### src/rtl/binarytoascii.sv
// rtl/binarytoascii.sv - serialises a byte as eight ASCII '0'/'1' characters, MSB first, with optional CR/LF
module binarytoascii #(
  parameter bit APPEND_EOL = 1'b1
) (
  input  logic       clk,
  input  logic       rst,
  input  logic [7:0] in_byte,
  input  logic       in_valid,
  output logic       in_ready,
  output logic [7:0] tx_data,
  output logic       tx_dv,
  input  logic       tx_done,
  output logic       busy
);

  typedef enum logic [1:0] {
    IDLE,
    WAIT_BIT,
    WAIT_CR,
    WAIT_LF
  } state_t;

  localparam logic [7:0] ASCII_ZERO = 8'h30;
  localparam logic [7:0] ASCII_CR   = 8'h0D;
  localparam logic [7:0] ASCII_LF   = 8'h0A;

  state_t     state_q, state_d;
  // Only bits 6:0 of the byte are kept; bit 7 is consumed at acceptance.
  logic [6:0] shift_q, shift_d;
  logic [2:0] cnt_q, cnt_d;
  logic [7:0] tx_data_q, tx_data_d;
  logic       tx_dv_q, tx_dv_d;
  logic       busy_q, busy_d;
  logic       in_ready_q, in_ready_d;

  // Next-state logic: each tx_done advances to the next character; tx_dv is a one-cycle strobe.
  always_comb begin
    state_d   = state_q;
    shift_d   = shift_q;
    cnt_d     = cnt_q;
    tx_data_d = tx_data_q;
    tx_dv_d   = 1'b0;
    case (state_q)
      IDLE: begin
        if (in_valid) begin
          shift_d   = in_byte[6:0];
          tx_data_d = ASCII_ZERO | {7'd0, in_byte[7]};
          tx_dv_d   = 1'b1;
          cnt_d     = 3'd7;
          state_d   = WAIT_BIT;
        end
      end
      WAIT_BIT: begin
        if (tx_done) begin
          if (cnt_q != 3'd0) begin
            cnt_d     = cnt_q - 3'd1;
            shift_d   = {shift_q[5:0], 1'b0};
            tx_data_d = ASCII_ZERO | {7'd0, shift_q[6]};
            tx_dv_d   = 1'b1;
          end else if (APPEND_EOL) begin
            tx_data_d = ASCII_CR;
            tx_dv_d   = 1'b1;
            state_d   = WAIT_CR;
          end else begin
            state_d   = IDLE;
          end
        end
      end
      WAIT_CR: begin
        if (tx_done) begin
          tx_data_d = ASCII_LF;
          tx_dv_d   = 1'b1;
          state_d   = WAIT_LF;
        end
      end
      WAIT_LF: begin
        if (tx_done) begin
          state_d = IDLE;
        end
      end
      default: state_d = IDLE;
    endcase
    busy_d     = (state_d != IDLE);
    in_ready_d = (state_d == IDLE);
  end

  // State and registered outputs; reset cuts off any character in flight.
  always_ff @(posedge clk or negedge rst) begin
    if (!rst) begin
      state_q    <= IDLE;
      shift_q    <= 7'd0;
      cnt_q      <= 3'd0;
      tx_data_q  <= 8'h00;
      tx_dv_q    <= 1'b0;
      busy_q     <= 1'b0;
      in_ready_q <= 1'b1;
    end else begin
      state_q    <= state_d;
      shift_q    <= shift_d;
      cnt_q      <= cnt_d;
      tx_data_q  <= tx_data_d;
      tx_dv_q    <= tx_dv_d;
      busy_q     <= busy_d;
      in_ready_q <= in_ready_d;
    end
  end

  assign tx_data  = tx_data_q;
  assign tx_dv    = tx_dv_q;
  assign busy     = busy_q;
  assign in_ready = in_ready_q;

endmodule
### config.mk
export PLATFORM = sky130hd
export DESIGN_NAME = binarytoascii
export DESIGN_NICKNAME = d
export VERILOG_FILES = /design/src/rtl/binarytoascii.sv
export SDC_FILE = /design/constraint.sdc
export NUM_CORES = 1
export LEC_CHECK = 0
export CORE_ASPECT_RATIO = 1.1
export CORE_UTILIZATION = 35
export CTS_CLUSTER_SIZE = 10
export DETAILED_ROUTE_END_ITERATION = 12
export GPL_TIMING_DRIVEN = 0
export HOLD_SLACK_MARGIN = 0.02
export PLACE_DENSITY = 0.66
export SYNTH_ARGS = -nofsm -noshare
export SYNTH_HDL_FRONTEND = slang
export SYNTH_SLANG_ARGS = --single-unit
### constraint.sdc
create_clock -name clk -period 2.5 [get_ports clk]
set_input_delay 0.5 -clock clk [delete_from_list [all_inputs] [get_ports clk]]
set_output_delay 0.5 -clock clk [all_outputs]
set_load 0.02 [all_outputs]
======== Word-level counts from Yosys, hierarchy flattened ========
Index checks and enable logic that the tools add are counted.
cells by class
  equality and inequality tests ........... 7
  mux-type cells .......................... 22
  reduce and logical (&&, ||, !) cells .... 9
  add/subtract/negate cells ............... 1
operator list
  operator             count
  $mux 8               3
  $pmux 8 s3           1
  $mux 7               3
  $pmux 7 s2           1
  $mux 2               5
  $mux 3               3
  $ne 2x2->1 const B   4
  $pmux 2 s4           1
  $reduce_and 4->1     2
  $mux 6               1
  $pmux 3 s2           1
  $reduce_bool 3->1    2
  $eq 2x2->1 const B   2
  $logic_not 2->1      2
  $reduce_bool 2->1    2
  $sub 3x1->3 const B  1
  $eq 2x1->1 const B   1
  $mux 1               2
  $pmux 1 s2           1
  $reduce_or 2->1      1
storage, ports and cells
  bits of input ports ..................... 12
  bits in registers ....................... 23
  word-level logic and storage cells ...... 46
  output and inout port bits .............. 11

======== Logic depth before layout (Yosys ltp) ========
  depth in word-level cells ............... 5
  gate-level depth with buffers ........... 7
  gate-level depth less buffers ........... 6

======== Least setup slack after synthesis ========
OpenSTA, ideal clock, no wires.
  path type ............................... register -> register
  from .................................... register state_q[0]
  to ...................................... register shift_q[1]
  path slack .............................. 0.672 ns
  path buffers ............................ 0
  period minus slack after synthesis ...... 1.828 ns
  setup time .............................. 0.125 ns
  data required time ...................... 2.375 ns
  arrival time ............................ 1.703 ns
  cell stages (with the launch flop) ...... 7
  path through ............................ dfrtp_1 > inv_1 > ha_1 > inv_1 > nor2_1 > a211oi_4 > mux2_2
on the way
  longest elaborated chain between the ends .. 3
  elaborated cells on any way between the ends .. 8
  classes of those cells .................. eq/ne: 4; mux: 1; reduce/logical: 3
ends and longest elaborated chain
  item                                                              RTL line  text
  from (decl)                                                       27        state_t state_q, state_d;
  from (signal assigned)                                            98        state_q <= state_d;
  $eq 2x1->1 or $logic_not 2->1 (tied branches)                     43        case (state_q)
  $ne 2x2->1 (no source line) or $reduce_bool 2->1 (tied branches)  --
  $reduce_and 4->1 (no source line)                                 --
  to (signal assigned)                                              99        shift_q <= shift_d;
  to (decl)                                                         29        logic [6:0] shift_q, shift_d;
Several ways; a longest one is shown, not always the timed one.
A chain may end at the register's enable or synchronous reset.

======== Worst setup path in the final report ========
  from .................................... register state_q[0]
  to ...................................... register shift_q[5]
Same word-level chain as after synthesis.

==> impl_metrics.py <==
metrics = {
    "run_status": {
        "outcome": "finished, violations left",
        "failed_checks": "DRC",
    },
    "pwr": {
        "cellPowerDensity_nw_per_um2": 1220,
        "p_leak_nw": 0.657,
        "peakVddDrop_mv": 0.548,
    },
    "yosys": {
        "synth_flop_cell": "dfrtp_1",
        "synth-seq-area-share": 0.420,
        "async_reset_ff_frac": 1.00,
        "postSynthCellCount": 112,
        "synth_area_per_cell_um2": 10.7,
        "yosys_warnings": 0,
        "yosys_register_bits": 20,
        "syn_area_um2": 1190,
        "synth-edff-count": 0,
        "yosys.cell_types.count": 35,
    },
    "global_route": {
        "grt_pass1_wl_um": 4200,
        "grt_max_degree": 21,
        "track_usage": 0.148,
        "grt-ovfl-total": 0,
        "grt_pass1_vias": 925,
        "grt_antenna_before_repair": 0,
    },
    "timing": {
        "fmax_ghz": 0.472,
        "fin_worst_skew_ps": 1.30,
        "finalSetupViolCount": 0,
        "final.setup.tns_ps": 0,
        "hold_violations": 0,
        "fin_crit_ps": 2120,
        "slew_viol_final": 0,
        "rsz0062_at_grt": "false",
        "slew-limit-headroom": 0.395,
        "period_share": 0.848,
        "worst_slew_pin_slew_ps": 905,
        "fin_ws_ps": 381,
    },
    "setup_path": {
        "crit_required_ps": 2710,
        "start_kind": "flop",
        "crit_slowest_cell": "dfrtp_1",
        "crit_fanout": 6,
        "worstPathArrival_ps": 2320,
        "critical_path.most_common_cell": "inv_1",
        "endpoint_kind": "flop",
        "cpPeakStageDelay_ps": 450,
        "critPathKind": "flop to flop",
        "path_cells": "inv_1 > ha_1 > inv_1 > nor2_1 > a211oi_4 > mux2_2",
    },
    "cells_and_area": {
        "antenna_cells": 0,
        "multi_input_area_um2": 624,
        "final_common_cell": "clkdlybuf4s50_1",
        "seq_area_um2": 502,
        "final_cell_mix": "clkdlybuf4s50_1 (20), dfrtp_1 (19), mux2_2 (16)",
        "fillers": 308,
        "final_nets": 158,
        "syn_to_final_growth_pct": 25.1,
        "drive_above_1_share": 0.241,
    },
    "cts": {
        "clock-sinks": 20,
        "clockRootBuffer": "clkbuf_4",
        "post_cts_buffers": 0,
        "cts_made_buffers": 3,
        "post_cts_resize_count": 0,
        "cts.path.max_buffers": 2,
        "cts_tree": "done",
        "ctsHoldBuffers": 0,
        "h-tree-depth": 1,
        "clk_pin_slew_ps": 120,
        "clk_latency_ps": 310,
    },
    "route": {
        "drtIter0Drc": 25,
        "num_vias": 901,
        "drc": 1,
        "drtAntennaViolNets": 0,
        "viasPerCell": 5.27,
        "first_pass_iters": 8,
        "drt_wl_total_um": 2380,
        "wl_per_cell_um": 13.9,
    },
    "placement": {
        "dp_hpwl_um": 1780,
        "io_buffers": 20,
        "place_congestion": 0.811,
        "place_ws_ps": 270,
    },
    "floorplan": {
        "core_area_um2": 3150,
        "dieHeight_um": 63.3,
        "dieArea_um2": 3650,
        "placementRows": 21,
        "start_util": 0.379,
        "dieWidth_um": 57.7,
        "num_io_pins": 23,
    },
    "job": {
        "maxCapViolations": 0,
    },
    "hold_path": {
        "hold_class": "flop to flop",
    },
}
==> stage by stage <==
step            util  instance area, um^2  hold WS (ps)  std cells  total power, mW
6_report       0.473                 1490           517        171             1.82
5_1_grt        0.473                 1490           540        171             1.98
4_1_cts        0.473                 1490           522        171             1.84
3_5_place_dp   0.457                 1440           494        167             1.57
3_3_place_gp   0.457                 1440           486        167             1.54
2_1_floorplan      -                 1200           204        113             1.29
==> sequential cells by signal (all words and copies together), names as in the netlist <==
register	count
tx_data	5
tx_dv	1
cnt_q	3
in_ready	1
busy	1
shift_q	7
state_q	2
==> critical path: cells and delay by family (launching register included) <==
kind | cells | cell delay, ps
adders and majority gates | 1 | 270
muxes | 1 | 380
AOI/OAI and AO/OA | 1 | 410
buffers and inverters | 2 | 330
and+or+nand+nor | 1 | 160
DFF | 1 | 450
==> area by class of cell <==
type	count	share of cell area
Multi-Input combinational cell	78	0.418
Sequential cell	20	0.336
Timing Repair Buffer	20	0.134
Tap cell	34	0.0285
Buffer	6	0.0251
Inverter	9	0.0226
Clock inverter	1	0.0201
Clock buffer	3	0.0151
==> worst paths after layout <==
path                            cells after the start                      to  slack (ps)                    from
worst max-delay path                                6  shift_q[5]$_DFFE_PN0P_         380    state_q[0]$_DFF_PN0_
worst min-delay path                                1  tx_data[0]$_DFFE_PN0P_         520  tx_data[0]$_DFFE_PN0P_
worst max register to register                      6  shift_q[5]$_DFFE_PN0P_         380    state_q[0]$_DFF_PN0_
worst min register to register                      1  tx_data[0]$_DFFE_PN0P_         520  tx_data[0]$_DFFE_PN0P_
max in group asynchronous                           1    cnt_q[1]$_DFFE_PN0P_        1260                     rst
min in group asynchronous                           1          busy$_DFF_PN0_         690                     rst
==> power by group <==
group | leakage, nW | internal (mW) | switching [mW]
Sequential | 0.234 | 0.470 | 0.0833
Combinational | 0.395 | 0.497 | 0.504
Clock | 0.0279 | 0.162 | 0.104
==> metal layers <==
layer	vias up	part of all wire	track usage
met5	-	0	0
met4	0	0.022	0.0685
met3	5	0.039	0.0267
met2	20	0.52	0.254
met1	436	0.42	0.177
li1	440	-	-
==> logic make-up after synthesis <==
logic type	after synthesis	share of synthesized area
AO/OA/AOI/OAI	27	0.153
multiplexers	17	0.159
flip-flops	20	0.420
AND/OR/NAND/NOR	24	0.121
adder cells (fa/ha/maj)	8	0.0839
buffers and inverters	15	0.0597
other	1	0.00314
==> cells in the mapped netlist, drive strengths merged (2+ instances only) <==
cell type / instances / area share
dfrtp: 19 / 0.40
a211oi: 2 / 0.023
mux2: 16 / 0.15
a21oi: 9 / 0.041
ha: 8 / 0.084
nor3: 2 / 0.018
buf: 6 / 0.031
nor2b: 2 / 0.010
and3: 2 / 0.010
nand4: 4 / 0.021
o21ai: 8 / 0.034
inv: 9 / 0.028
nor2: 7 / 0.022
or2: 2 / 0.010
(Power assumes the default switching activity.)
